[config.mk]
export PLATFORM = sky130hd
export DESIGN_NAME = pll_reset_sequencer_flat
export DESIGN_NICKNAME = d
export VERILOG_FILES = /design/src/rtl/pll_rst_pkg.sv /design/src/rtl/pll_reset_sequencer_if.sv /design/src/rtl/sync_bit.sv /design/src/rtl/pll_reset_sequencer.sv /design/src/flat_wrapper.sv
export SDC_FILE = /design/constraint.sdc
export NUM_CORES = 1
export LEC_CHECK = 0
export BUFFER_PORTS_ARGS = -buffer_cell sky130_fd_sc_hd__buf_2
export CAP_MARGIN = 20
export CELL_PAD_IN_SITES_DETAIL_PLACEMENT = 2
export CELL_PAD_IN_SITES_GLOBAL_PLACEMENT = 2
export CORE_MARGIN = 2
export CORE_UTILIZATION = 39
export CTS_CLUSTER_SIZE = 14
export DETAILED_ROUTE_END_ITERATION = 12
export GPL_ROUTABILITY_DRIVEN = 0
export PLACE_DENSITY_LB_ADDON = 0.1
export SLEW_MARGIN = 0
export SYNTH_ARGS = -nofsm -noshare
export SYNTH_HDL_FRONTEND = slang
export SYNTH_HIERARCHICAL = 1
export SYNTH_SLANG_ARGS = --single-unit
[constraint.sdc]
create_clock -name clock_in -period 3.4 [get_ports clock_in]
set_input_delay 0.34 -clock clock_in [delete_from_list [all_inputs] [get_ports clock_in]]
set_output_delay 0.34 -clock clock_in [all_outputs]
set_load 0.01 [all_outputs]
[src/rtl/pll_rst_pkg.sv]
// rtl/pll_rst_pkg.sv - shared state encoding and defaults for the PLL reset sequencer
package pll_rst_pkg;

    typedef enum logic [1:0] {
        WAIT_LOCK = 2'd0,
        STABLE    = 2'd1,
        HOLD      = 2'd2,
        RUN       = 2'd3
    } pll_state_t;

    localparam int DEF_SYNC_STAGES        = 2;
    localparam int DEF_LOCK_STABLE_CYCLES = 1024;
    localparam int DEF_RESET_HOLD_CYCLES  = 16;
    localparam int DEF_LOSS_CNT_W         = 8;

    // One counter serves both STABLE and HOLD, so it is sized for the longer phase.
    function automatic int cnt_width(input int stable_cycles, input int hold_cycles);
        return $clog2(((stable_cycles > hold_cycles) ? stable_cycles : hold_cycles) + 1);
    endfunction

endpackage

[src/rtl/pll_reset_sequencer_if.sv]
// rtl/pll_reset_sequencer_if.sv - lock input and reset/status outputs of the sequencer
interface pll_reset_sequencer_if #(
    parameter int LOSS_CNT_W = 8
);
    logic                  locked;
    logic                  reset_out_n;
    logic                  ready;
    logic [LOSS_CNT_W-1:0] lock_loss_count;
    logic [1:0]            state_dbg;

    modport master (
        input  locked,
        output reset_out_n,
        output ready,
        output lock_loss_count,
        output state_dbg
    );

    modport slave (
        output locked,
        input  reset_out_n,
        input  ready,
        input  lock_loss_count,
        input  state_dbg
    );
endinterface

[src/rtl/sync_bit.sv]
// rtl/sync_bit.sv - N-stage single-bit synchroniser with async active-low clear
module sync_bit #(
    parameter int STAGES = 2
) (
    input  logic clk,
    input  logic rst_n,
    input  logic d,
    output logic q
);
    logic [STAGES-1:0] chain;

    always_ff @(posedge clk or negedge rst_n) begin
        if (!rst_n) begin
            chain <= '0;
        end else begin
            chain <= {chain[STAGES-2:0], d};
        end
    end

    assign q = chain[STAGES-1];
endmodule

[src/rtl/pll_reset_sequencer.sv]
// rtl/pll_reset_sequencer.sv - qualifies PLL lock and releases a synchronous reset
module pll_reset_sequencer
    import pll_rst_pkg::*;
#(
    parameter int SYNC_STAGES        = DEF_SYNC_STAGES,
    parameter int LOCK_STABLE_CYCLES = DEF_LOCK_STABLE_CYCLES,
    parameter int RESET_HOLD_CYCLES  = DEF_RESET_HOLD_CYCLES,
    parameter int LOSS_CNT_W         = DEF_LOSS_CNT_W
) (
    input  logic                   clock_in,
    input  logic                   reset_n,
    pll_reset_sequencer_if.master  bus
);
    localparam int CNT_W = cnt_width(LOCK_STABLE_CYCLES, RESET_HOLD_CYCLES);
    localparam logic [CNT_W-1:0] STABLE_LAST = CNT_W'(LOCK_STABLE_CYCLES - 1);
    localparam logic [CNT_W-1:0] HOLD_LAST   = CNT_W'(RESET_HOLD_CYCLES - 1);

    logic                  lock_s;
    pll_state_t            state;
    logic [CNT_W-1:0]      cnt;
    logic                  reset_out_q;
    logic                  ready_q;
    logic [LOSS_CNT_W-1:0] loss_cnt;

    sync_bit #(
        .STAGES (SYNC_STAGES)
    ) u_lock_sync (
        .clk   (clock_in),
        .rst_n (reset_n),
        .d     (bus.locked),
        .q     (lock_s)
    );

    // Any lock_s drop before RUN restarts qualification without counting as a loss.
    always_ff @(posedge clock_in or negedge reset_n) begin
        if (!reset_n) begin
            state       <= WAIT_LOCK;
            cnt         <= '0;
            reset_out_q <= 1'b0;
            ready_q     <= 1'b0;
            loss_cnt    <= '0;
        end else begin
            case (state)
                WAIT_LOCK: begin
                    cnt         <= '0;
                    reset_out_q <= 1'b0;
                    ready_q     <= 1'b0;
                    if (lock_s) state <= STABLE;
                end
                STABLE: begin
                    if (!lock_s) begin
                        state <= WAIT_LOCK;
                        cnt   <= '0;
                    end else if (cnt == STABLE_LAST) begin
                        state <= HOLD;
                        cnt   <= '0;
                    end else begin
                        cnt <= cnt + 1'b1;
                    end
                end
                HOLD: begin
                    if (!lock_s) begin
                        state <= WAIT_LOCK;
                        cnt   <= '0;
                    end else if (cnt == HOLD_LAST) begin
                        state       <= RUN;
                        cnt         <= '0;
                        reset_out_q <= 1'b1;
                        ready_q     <= 1'b1;
                    end else begin
                        cnt <= cnt + 1'b1;
                    end
                end
                RUN: begin
                    if (!lock_s) begin
                        state       <= WAIT_LOCK;
                        reset_out_q <= 1'b0;
                        ready_q     <= 1'b0;
                        if (loss_cnt != '1) loss_cnt <= loss_cnt + 1'b1;
                    end
                end
                default: begin
                    state       <= WAIT_LOCK;
                    cnt         <= '0;
                    reset_out_q <= 1'b0;
                    ready_q     <= 1'b0;
                end
            endcase
        end
    end

    assign bus.reset_out_n     = reset_out_q;
    assign bus.ready           = ready_q;
    assign bus.lock_loss_count = loss_cnt;
    assign bus.state_dbg       = state;
endmodule

[src/flat_wrapper.sv]
// flat-port wrapper written by rule: the top's interface ports become plain ports
module pll_reset_sequencer_flat import pll_rst_pkg::*;
#(
    parameter int SYNC_STAGES        = DEF_SYNC_STAGES,
    parameter int LOCK_STABLE_CYCLES = DEF_LOCK_STABLE_CYCLES,
    parameter int RESET_HOLD_CYCLES  = DEF_RESET_HOLD_CYCLES,
    parameter int LOSS_CNT_W         = DEF_LOSS_CNT_W
)
  (clock_in, reset_n, bus_locked, bus_reset_out_n, bus_ready, bus_lock_loss_count, bus_state_dbg);
  pll_reset_sequencer_if #(.LOSS_CNT_W(LOSS_CNT_W)) bus_i ();
  input  logic clock_in;
  input  logic reset_n;
  input wire logic [$bits(bus_i.locked)-1:0] bus_locked;
  output wire logic [$bits(bus_i.reset_out_n)-1:0] bus_reset_out_n;
  output wire logic [$bits(bus_i.ready)-1:0] bus_ready;
  output wire logic [$bits(bus_i.lock_loss_count)-1:0] bus_lock_loss_count;
  output wire logic [$bits(bus_i.state_dbg)-1:0] bus_state_dbg;
  assign bus_i.locked = bus_locked;
  assign bus_reset_out_n = bus_i.reset_out_n;
  assign bus_ready = bus_i.ready;
  assign bus_lock_loss_count = bus_i.lock_loss_count;
  assign bus_state_dbg = bus_i.state_dbg;
  pll_reset_sequencer #(.SYNC_STAGES(SYNC_STAGES), .LOCK_STABLE_CYCLES(LOCK_STABLE_CYCLES), .RESET_HOLD_CYCLES(RESET_HOLD_CYCLES), .LOSS_CNT_W(LOSS_CNT_W)) u_core (.clock_in(clock_in), .reset_n(reset_n), .bus(bus_i));
endmodule
### Yosys cells after proc, flatten, opt, wreduce, memory -nomap -nowiden

Cells that the tools add are included.

| storage, ports and cells | value |
|---|---|
| register bits | 24 |
| bits of input ports | 3 |
| word-level logic and storage cells | 42 |

| cells by class | value |
|---|---|
| add/subtract/negate cells | 2 |
| eq/ne operators | 12 |
| muxes and demuxes | 16 |
| bitwise operators | 1 |
| reductions and logical operators | 6 |

Operators with widths:

| operator | count |
|---|---|
| two-way mux 11 bit | 4 |
| one-hot mux 11 bit (3 select lines) | 1 |
| two-way mux 2 bit | 6 |
| adder 11 x 1 -> 11 bit, second input constant | 1 |
| equality test 11 x 10 -> 1 bit, second input constant | 1 |
| equality test 11 x 4 -> 1 bit, second input constant | 1 |
| adder 8 x 1 -> 8 bit, second input constant | 1 |
| != test 8 bit, second input constant | 1 |
| one-hot mux 2 bit (4 select lines) | 1 |
| AND reduction 4 bit | 2 |
| != test 2 bit, second input constant | 3 |
| != test 3 x 2 -> 1 bit, second input constant | 2 |
| nonzero test 3 bit | 2 |
| equality test 2 bit, second input constant | 2 |
| two-way mux 1 bit | 3 |
| one-hot mux 1 bit (3 select lines) | 1 |
| AND reduction 3 bit | 1 |
| equality test 2 x 1 -> 1 bit, second input constant | 1 |
| zero test 2 bit | 1 |
| != test 2 x 1 -> 1 bit, second input constant | 1 |
| NOT 1 bit | 1 |

### Longest topological paths before layout

Gate-level depths: netlist of the first run.

| depth | value |
|---|---|
| depth after elaboration | 4 |
| depth in mapped cells | 8 |
| gate-level depth less buffers | 7 |

### By module

Netlist of the first run, hierarchy kept.

By module, submodules not included:

| module | times used | cells each | area each (um^2) | seq. area each (um^2) |
|---|---|---|---|---|
| pll_reset_sequencer | 1 | 129 | 1265.0 | 550.5 |
| sync_bit | 1 | 2 | 50.0 | 50.0 |

### Worst setup path after synthesis of the first run

No wires, ideal clock.

| path | value |
|---|---|
| path kind | register to register |
| from | reg u_core.state[0] (netlist: u_core/bus.state_dbg[0]) |
| to | reg u_core.cnt[7] |
| setup time | 0.087 ns |
| arrival time | 1.752 ns |
| path slack | 1.561 ns |
| cell stages (with the launch flop) | 8 |
| buffers on the path | 0 |
| cell sequence | dfrtp_1 inv_1 ha_1 nor2b_1 nand3_1 o22a_2 or3_1 o211ai_1 |

| on the way | value |
|---|---|
| cells in the longest elaborated chain, start to end | 2 |
| elaborated cells between the ends (all ways) | 5 |
| classes of those cells | eq/ne (2); mux (1); reduce/logical (2) |

RTL lines:

| what | line | text |
|---|---|---|
| from (decl) | pll_reset_sequencer.sv:19 | `pll_state_t state;` |
| from (signal assigned) | pll_reset_sequencer.sv:37 | `state <= WAIT_LOCK;` |
| from (signal assigned) | pll_reset_sequencer.sv:48 | `if (lock_s) state <= STABLE;` |
| from (signal assigned) | pll_reset_sequencer.sv:52 | `state <= WAIT_LOCK;` |
| equality test 2 bit, or another cell as far along | pll_reset_sequencer.sv:43 | `case (state)` |
| one-hot mux 11 bit (3 select lines) or nonzero test 3 bit (tied branches) | - |  |
| to (signal assigned) | pll_reset_sequencer.sv:58 | `cnt <= cnt + 1'b1;` |
| to (signal assigned) | pll_reset_sequencer.sv:71 | `cnt <= cnt + 1'b1;` |
| to (decl) | pll_reset_sequencer.sv:20 | `logic [CNT_W-1:0] cnt;` |

Several ways; a longest one is shown, not always the timed one.
A chain may end at the register's enable or synchronous reset.

### Worst setup path in the final report of the first run

| path | value |
|---|---|
| from | reg u_core.state[1] (netlist: u_core/bus.state_dbg[1]) |
| to | reg u_core.cnt[7] |

The elaborated chain is that of the path after synthesis.

==> results of run 1 <==
-- area by class of cell --
cell class	instances	area, sq um
fill	381	1832
multi-input combinational	99	673.1
sequential	24	600.6
timing repair buffer	15	80.08
tap	46	57.56
clock buffer	3	22.52
inverter	5	18.77
-- state kept, by name (all words and copies together) (netlist names) --
register / flops
u_core/bus.state_dbg: 2
u_core/u_lock_sync/chain: 2
u_core/bus.ready: 1
u_core/bus.lock_loss_count: 8
u_core/cnt: 11
-- routing by layer --
| metal | GRT usage | vias to the layer above | wire length [um] |
|---|---|---|---|
| met5 | 0 | - | 0 |
| met4 | 0.06383 | 0 | 48 |
| met3 | 0.03106 | 4 | 57 |
| met2 | 0.3214 | 9 | 1638 |
| met1 | 0.2399 | 530 | 1472 |
| li1 | - | 498 | - |
-- cells in the mapped netlist (all sizes together) (2+ instances only) --
master,count,share of area
nand4,6,0.029
nor3,6,0.031
nor2b,2,0.0095
nand2,17,0.049
a211o,2,0.013
and3,2,0.0095
o21ai,9,0.034
nor3b,2,0.011
a21oi,2,0.0076
nor2,8,0.023
a22o,2,0.013
xor2,3,0.020
nand3,6,0.027
dfrtp,24,0.46
a21o,3,0.017
inv,5,0.014
or3,2,0.0095
ha,8,0.076
xnor2,5,0.033
mux2i,2,0.015
buf,2,0.014
-- placed cells by master, fill, tap and decap left out, types with 3 or more instances in the layout --
cell,n
clkbuf_4,3
dfrtp_1,24
xnor2_1,5
nand3_1,5
buf_2,14
inv_1,5
nand4_1,6
nand2_1,17
nor2_1,8
ha_1,8
xor2_1,3
nor3_1,5
a21o_1,3
o21ai_0,7
-- worst max-delay path, delay by kind of cell (launching register included) --
kind,cells,cell delay (ns)
AOI/OAI and AO/OA,2,0.43
adders and majority gates,1,0.34
buffers and inverters,1,0.11
DFF,1,0.46
and+or+nand+nor,3,0.67
-- metrics by stage --
stage          total power [mW]  instance area, sq um  utilization  cells  hold WS, ns
2_1_floorplan            0.5974                  1315            -    131      0.04441
3_3_place_gp             0.6815                  1420       0.4324    188       0.3342
3_5_place_dp             0.7095                  1420       0.4324    188       0.3402
4_1_cts                  0.8377                  1443       0.4392    191      0.01183
5_1_grt                  0.8887                  1453       0.4423    192       0.1018
6_report                 0.8207                  1453       0.4423    192       0.1259
-- report_power, final --
part / internal (mW) / switching (mW)
Combinational: 0.124 / 0.197
Sequential: 0.323 / 0.0499
Clock: 0.0415 / 0.0845
Total: 0.489 / 0.332
-- how the worst min path moves through the flow --
stage               cells after the start                   startpoint  slack (ns)                             to
floorplan                               0                      reset_n        0.04  u_core/bus.lock_loss_count[0]
global placement                        0  u_core/u_lock_sync/chain[0]        0.33    u_core/u_lock_sync/chain[1]
detailed placement                      0  u_core/u_lock_sync/chain[0]        0.34    u_core/u_lock_sync/chain[1]
CTS                                     1                      reset_n        0.01        u_core/bus.state_dbg[1]
global route                            1                   bus_locked        0.10    u_core/u_lock_sync/chain[0]
finish                                  1                   bus_locked        0.13    u_core/u_lock_sync/chain[0]
-- what timing repair did --
action / in CTS / in global routing
hold buffers: 0 / 1
resized for setup: 0 / 0
endpoints found under the hold margin: 0 / 3
-- cells by family after synthesis --
kind of cell             after synthesis  share of synthesized area
AO/OA/AOI/OAI                         25                     0.1313
adder cells (fa/ha/maj)                8                    0.07612
AND/OR/NAND/NOR                       55                     0.2274
flip-flops                            24                     0.4567
multiplexers                           3                    0.02379
buffers and inverters                  8                    0.03140
XOR/XNOR                               8                    0.05328
==> flow_summary.yaml, run 1 <==
status:
  status: "completed"
cts:
  ctsRootBufferMaster: "clkbuf_4"
  cts_max_level: 1
  cts.clk_slew.worst_paths_ns: 0.13
  cts_setup_buffers: 0
  cts_made_buffers: 3
  cts_sinks: 24
  clockBufferDepth: 2
  cts_tree: "done"
  clk_latency_ns: 0.31
drt:
  routed_wl_mm: 3.216
  drc: 0
  wl_per_cell_um: 16.75
  drt_iter0_markers: 26
  dr.pass1.iters: 4
  ant_nets: 0
  vias: 1041
  viasPerCell: 5.422
timing:
  worstMarginPinSlew_ns: 0.5546
  fmax_mhz: 478.8
  setup_viol: 0
  finalCriticalPeriod_ns: 2.089
  setup_tns_ns: 0
  drv_slew: 0
  final.period_utilization: 0.6143
  maxSlewHeadroom: 0.6303
  finClkSkew_ns: 0.003250
  rsz0062_at_grt: "false"
  fin_ws_ns: 1.311
  finalHoldViolCount: 0
grt:
  antenna_found_initial: 0
  grt_first_pass_wirelength_mm: 5.154
  track_usage: 0.1880
  grt_pass1_vias: 1087
  grt_max_degree: 25
  overflow: 0
flow_run:
  cap_violations: 0
worst_setup_path:
  cp_slowest_stage_delay_ns: 0.46
  worstPathMaxFanout: 14
  crit_slowest_cell: "dfrtp_1"
  worst_r2r_path_depth: 7
  critical_path_required_ns: 3.64
  reg2reg_from: "u_core/bus.state_dbg[1]"
  critical_path_class: "reg2reg"
  r2r_slack_ns: 1.31
  crit_chain: "inv_1 -> ha_1 -> nor2b_1 -> nand3_1 -> o22a_2 -> or3_1 -> o211ai_1"
  worstSetupEndpointType: "flop"
  cp-start-kind: "flop"
  cp-endpoint: "u_core/cnt[7]"
  cp-startpoint: "u_core/bus.state_dbg[1]"
  critPathArrivalTime_ns: 2.33
  worstReg2RegEnd: "u_core/cnt[7]"
die:
  start_util: 0.4004
  design.die.area_sq_um: 3852
  rows: 21
  die_h_um: 62.07
  die_w_um: 62.07
  core_sq_um: 3284
  pin_count: 15
synth:
  yosysSeqAreaShare: 0.4567
  synth_nets: 142
  synthCells: 131
  synth.avg_cell_area_sq_um: 10.04
  yosys_warnings: 6
  synth_cell_types: 38
  synth_area_sq_um: 1315
  async_flop_share: 1.000
  synthFlopType: "dfrtp_1"
  synth-edff-count: 0
  synth_seq_cells: 24
power_and_ir_drop:
  powerDensity_nw_per_um2: 565.0
  p_leak_nw: 0.6982
  ir_worst_vdd_mv: 0.2516
cells_and_area:
  final_layout_size_suffix_gt1_frac: 0.1575
  n_antenna_cell: 0
  fin_nets: 159
  area_growth_pct: 10.47
worst_hold_path:
  hp-class: "in2reg"
placed_design:
  dpl.hpwl_mm: 2.404
  pre_cts_slack_ns: 1.295
  port_buffers: 14
Note: power is estimated with default switching activity, not from simulation.
==> run 2: changes to the inputs <==
- CORE_UTILIZATION: 39 -> 36
- clock period: 3.4 -> 2.1 ns (I/O delays scaled with it)
==> run 2 against run 1 <==
Compared with the run above:
- clock skew up 0.0033 ns
- cell count is 4.7% higher
- register-to-register slack worse by 1.2 ns
- first-iteration DRC count rose by 19%
- power up 88%
- sequential share of layout area decreased by 3.1 points
- sequential power increased by 57%
- via count increased by 4.9%
- fmax rose by 6.7%
- sequential cell count is the same
- die area up 7.8%
- critical path type unchanged
- largest cell class unchanged
==> flow_summary.yaml, run 2 (synthesis gave the netlist of run 1 again) <==
status:
  status: "completed"
drt:
  wl_per_cell_um: 16.58
  vias: 1092
  ant_nets: 0
  viasPerCell: 5.433
  drc: 0
  drt_iter0_markers: 31
  routed_wl_mm: 3.333
  dr.pass1.iters: 3
worst_setup_path:
  cp-start-kind: "flop"
  critPathArrivalTime_ns: 2.18
  crit_family: "compound AO/OA/AOI/OAI gates"
  crit_slowest_cell: "or4_4"
  worstReg2RegEnd: "u_core/cnt[8]"
  worst_r2r_path_depth: 4
  reg2reg_from: "u_core/cnt[7]"
  crit_chain: "or4_4 -> o311ai_1 -> o21ai_1 -> a22o_1"
  r2r_slack_ns: 0.14
  cp_slowest_stage_delay_ns: 0.59
  critical_path_class: "reg2reg"
  critical_path_required_ns: 2.32
  cp.buffers_inverters: 0
  worstPathMaxFanout: 6
  worstSetupEndpointType: "flop"
die:
  design.die.area_sq_um: 4153
  start_util: 0.3850
  core_sq_um: 3416
  die_w_um: 64.44
  pin_count: 15
  rows: 21
  die_h_um: 64.44
timing:
  drv_slew: 0
  final.period_utilization: 0.9321
  finalHoldViolCount: 0
  setup_viol: 0
  maxSlewHeadroom: 0.6239
  finClkSkew_ns: 0.006555
  whs_ns: 0.3683
  fmax_mhz: 510.9
  worstMarginPinSlew_ns: 0.5642
  finalCriticalPeriod_ns: 1.957
cts:
  cts_made_buffers: 3
  cts_max_level: 1
  clk_latency_ns: 0.32
  cts_sinks: 24
  clockBufferDepth: 2
  cts.clk_slew.worst_paths_ns: 0.14
  cts_tree: "done"
  ctsRootBufferMaster: "clkbuf_4"
grt:
  grt_pass1_vias: 1256
  track_usage: 0.1799
  antenna_found_initial: 0
  grt_first_pass_wirelength_mm: 5.878
  grt_max_degree: 25
  overflow: 0
cells_and_area:
  largest_reg_flops: 11
  layout_commonest_cell: "dfrtp_1"
  fin_cells: 201
  multi_input_area_sq_um: 696.9
  registers.top_by_ff_count: "u_core/cnt"
  fin_nets: 167
  area_growth_pct: 19.31
  layout_common_cells: "24 x dfrtp_1, 17 x nand2_1, 14 x buf_2, 8 x nor2_1, 8 x ha_1"
  fin_util: 0.4593
  n_antenna_cell: 0
  register_area_sq_um: 600.6
  final_layout_size_suffix_gt1_frac: 0.2129
  fill_cells: 386
placed_design:
  dp_cells: 193
  port_buffers: 14
  dpl.hpwl_mm: 2.449
worst_hold_path:
  whs_path_depth: 0
  hold_start: "u_core/u_lock_sync/chain[0]"
  hp-class: "reg2reg"
  hold_end: "u_core/u_lock_sync/chain[1]"
power_and_ir_drop:
  p_leak_nw: 0.7577
  powerDensity_nw_per_um2: 984.4
  ir_worst_vdd_mv: 0.4522
flow_run:
  cap_violations: 0
run 2: cell count changes in the layout (fill, tap and decap cells not counted):
cell           delta
nor4_2            -1
nor3b_2           +1
nor4_4            +1
dlygate4sd3_1     +1
buf_4             +7
nor3b_1           -1
o22a_2            -1
o22a_4            +1
nor2b_2           +1
bufinv_16         +1
nor2b_1           -1
run 2: cell type report:
cell class | instances | area share
Clock buffer | 3 | 0.01435
Clock inverter | 1 | 0.01914
Inverter | 5 | 0.01196
Multi-Input combinational cell | 99 | 0.4442
Sequential cell | 24 | 0.3828
Tap cell | 46 | 0.03668
Timing Repair Buffer | 23 | 0.09091
run 2: where the power goes:
part / switching, mW / internal (mW)
clock: 0.148 / 0.193
sequential: 0.0615 / 0.524
combinational: 0.364 / 0.254
run 2: metal layers:
metal	track usage	wire (um)	vias up	share of wire
met1	0.2205	1427	562	0.43
met5	0	0	-	0
li1	-	-	513	-
met2	0.3372	1821	13	0.55
met4	0.03989	25	0	0.0075
met3	0.02083	60	4	0.018
run 2: repair_timing:
item / in CTS / in global routing
hold buffers: 2 / 0
endpoints found under the setup margin: 1 / 5
setup buffers: 2 / 0
pin swaps: 0 / 1
resized for setup: 0 / 4
cloned: 0 / 0
endpoints found under the hold margin: 25 / 0
run 2: stage by stage:
stage	cell area, sq um	total power [mW]	worst slack (ns)	setup TNS, ns
after global routing	1569	1.659	-0.009302	-0.009302
after detailed placement	1458	1.152	0.03334	0
after floorplan	1315	0.9672	0.2614	0
after CTS	1545	1.539	0.06674	0
after global placement	1458	1.106	0.08729	0
final	1569	1.544	0.1426	0
run 2: worst max-delay path by stage:
stage	startpoint	to	slack (ns)	cells after the start
after global routing	u_core/cnt[5]	u_core/bus.state_dbg[0]	-0.009	6
after CTS	u_core/bus.state_dbg[0]	u_core/cnt[7]	0.07	7
after floorplan	u_core/bus.state_dbg[0]	u_core/cnt[7]	0.26	7
final	u_core/cnt[7]	u_core/cnt[8]	0.14	4
after global placement	u_core/bus.state_dbg[1]	u_core/cnt[7]	0.09	7
after detailed placement	u_core/bus.state_dbg[0]	u_core/cnt[7]	0.03	7
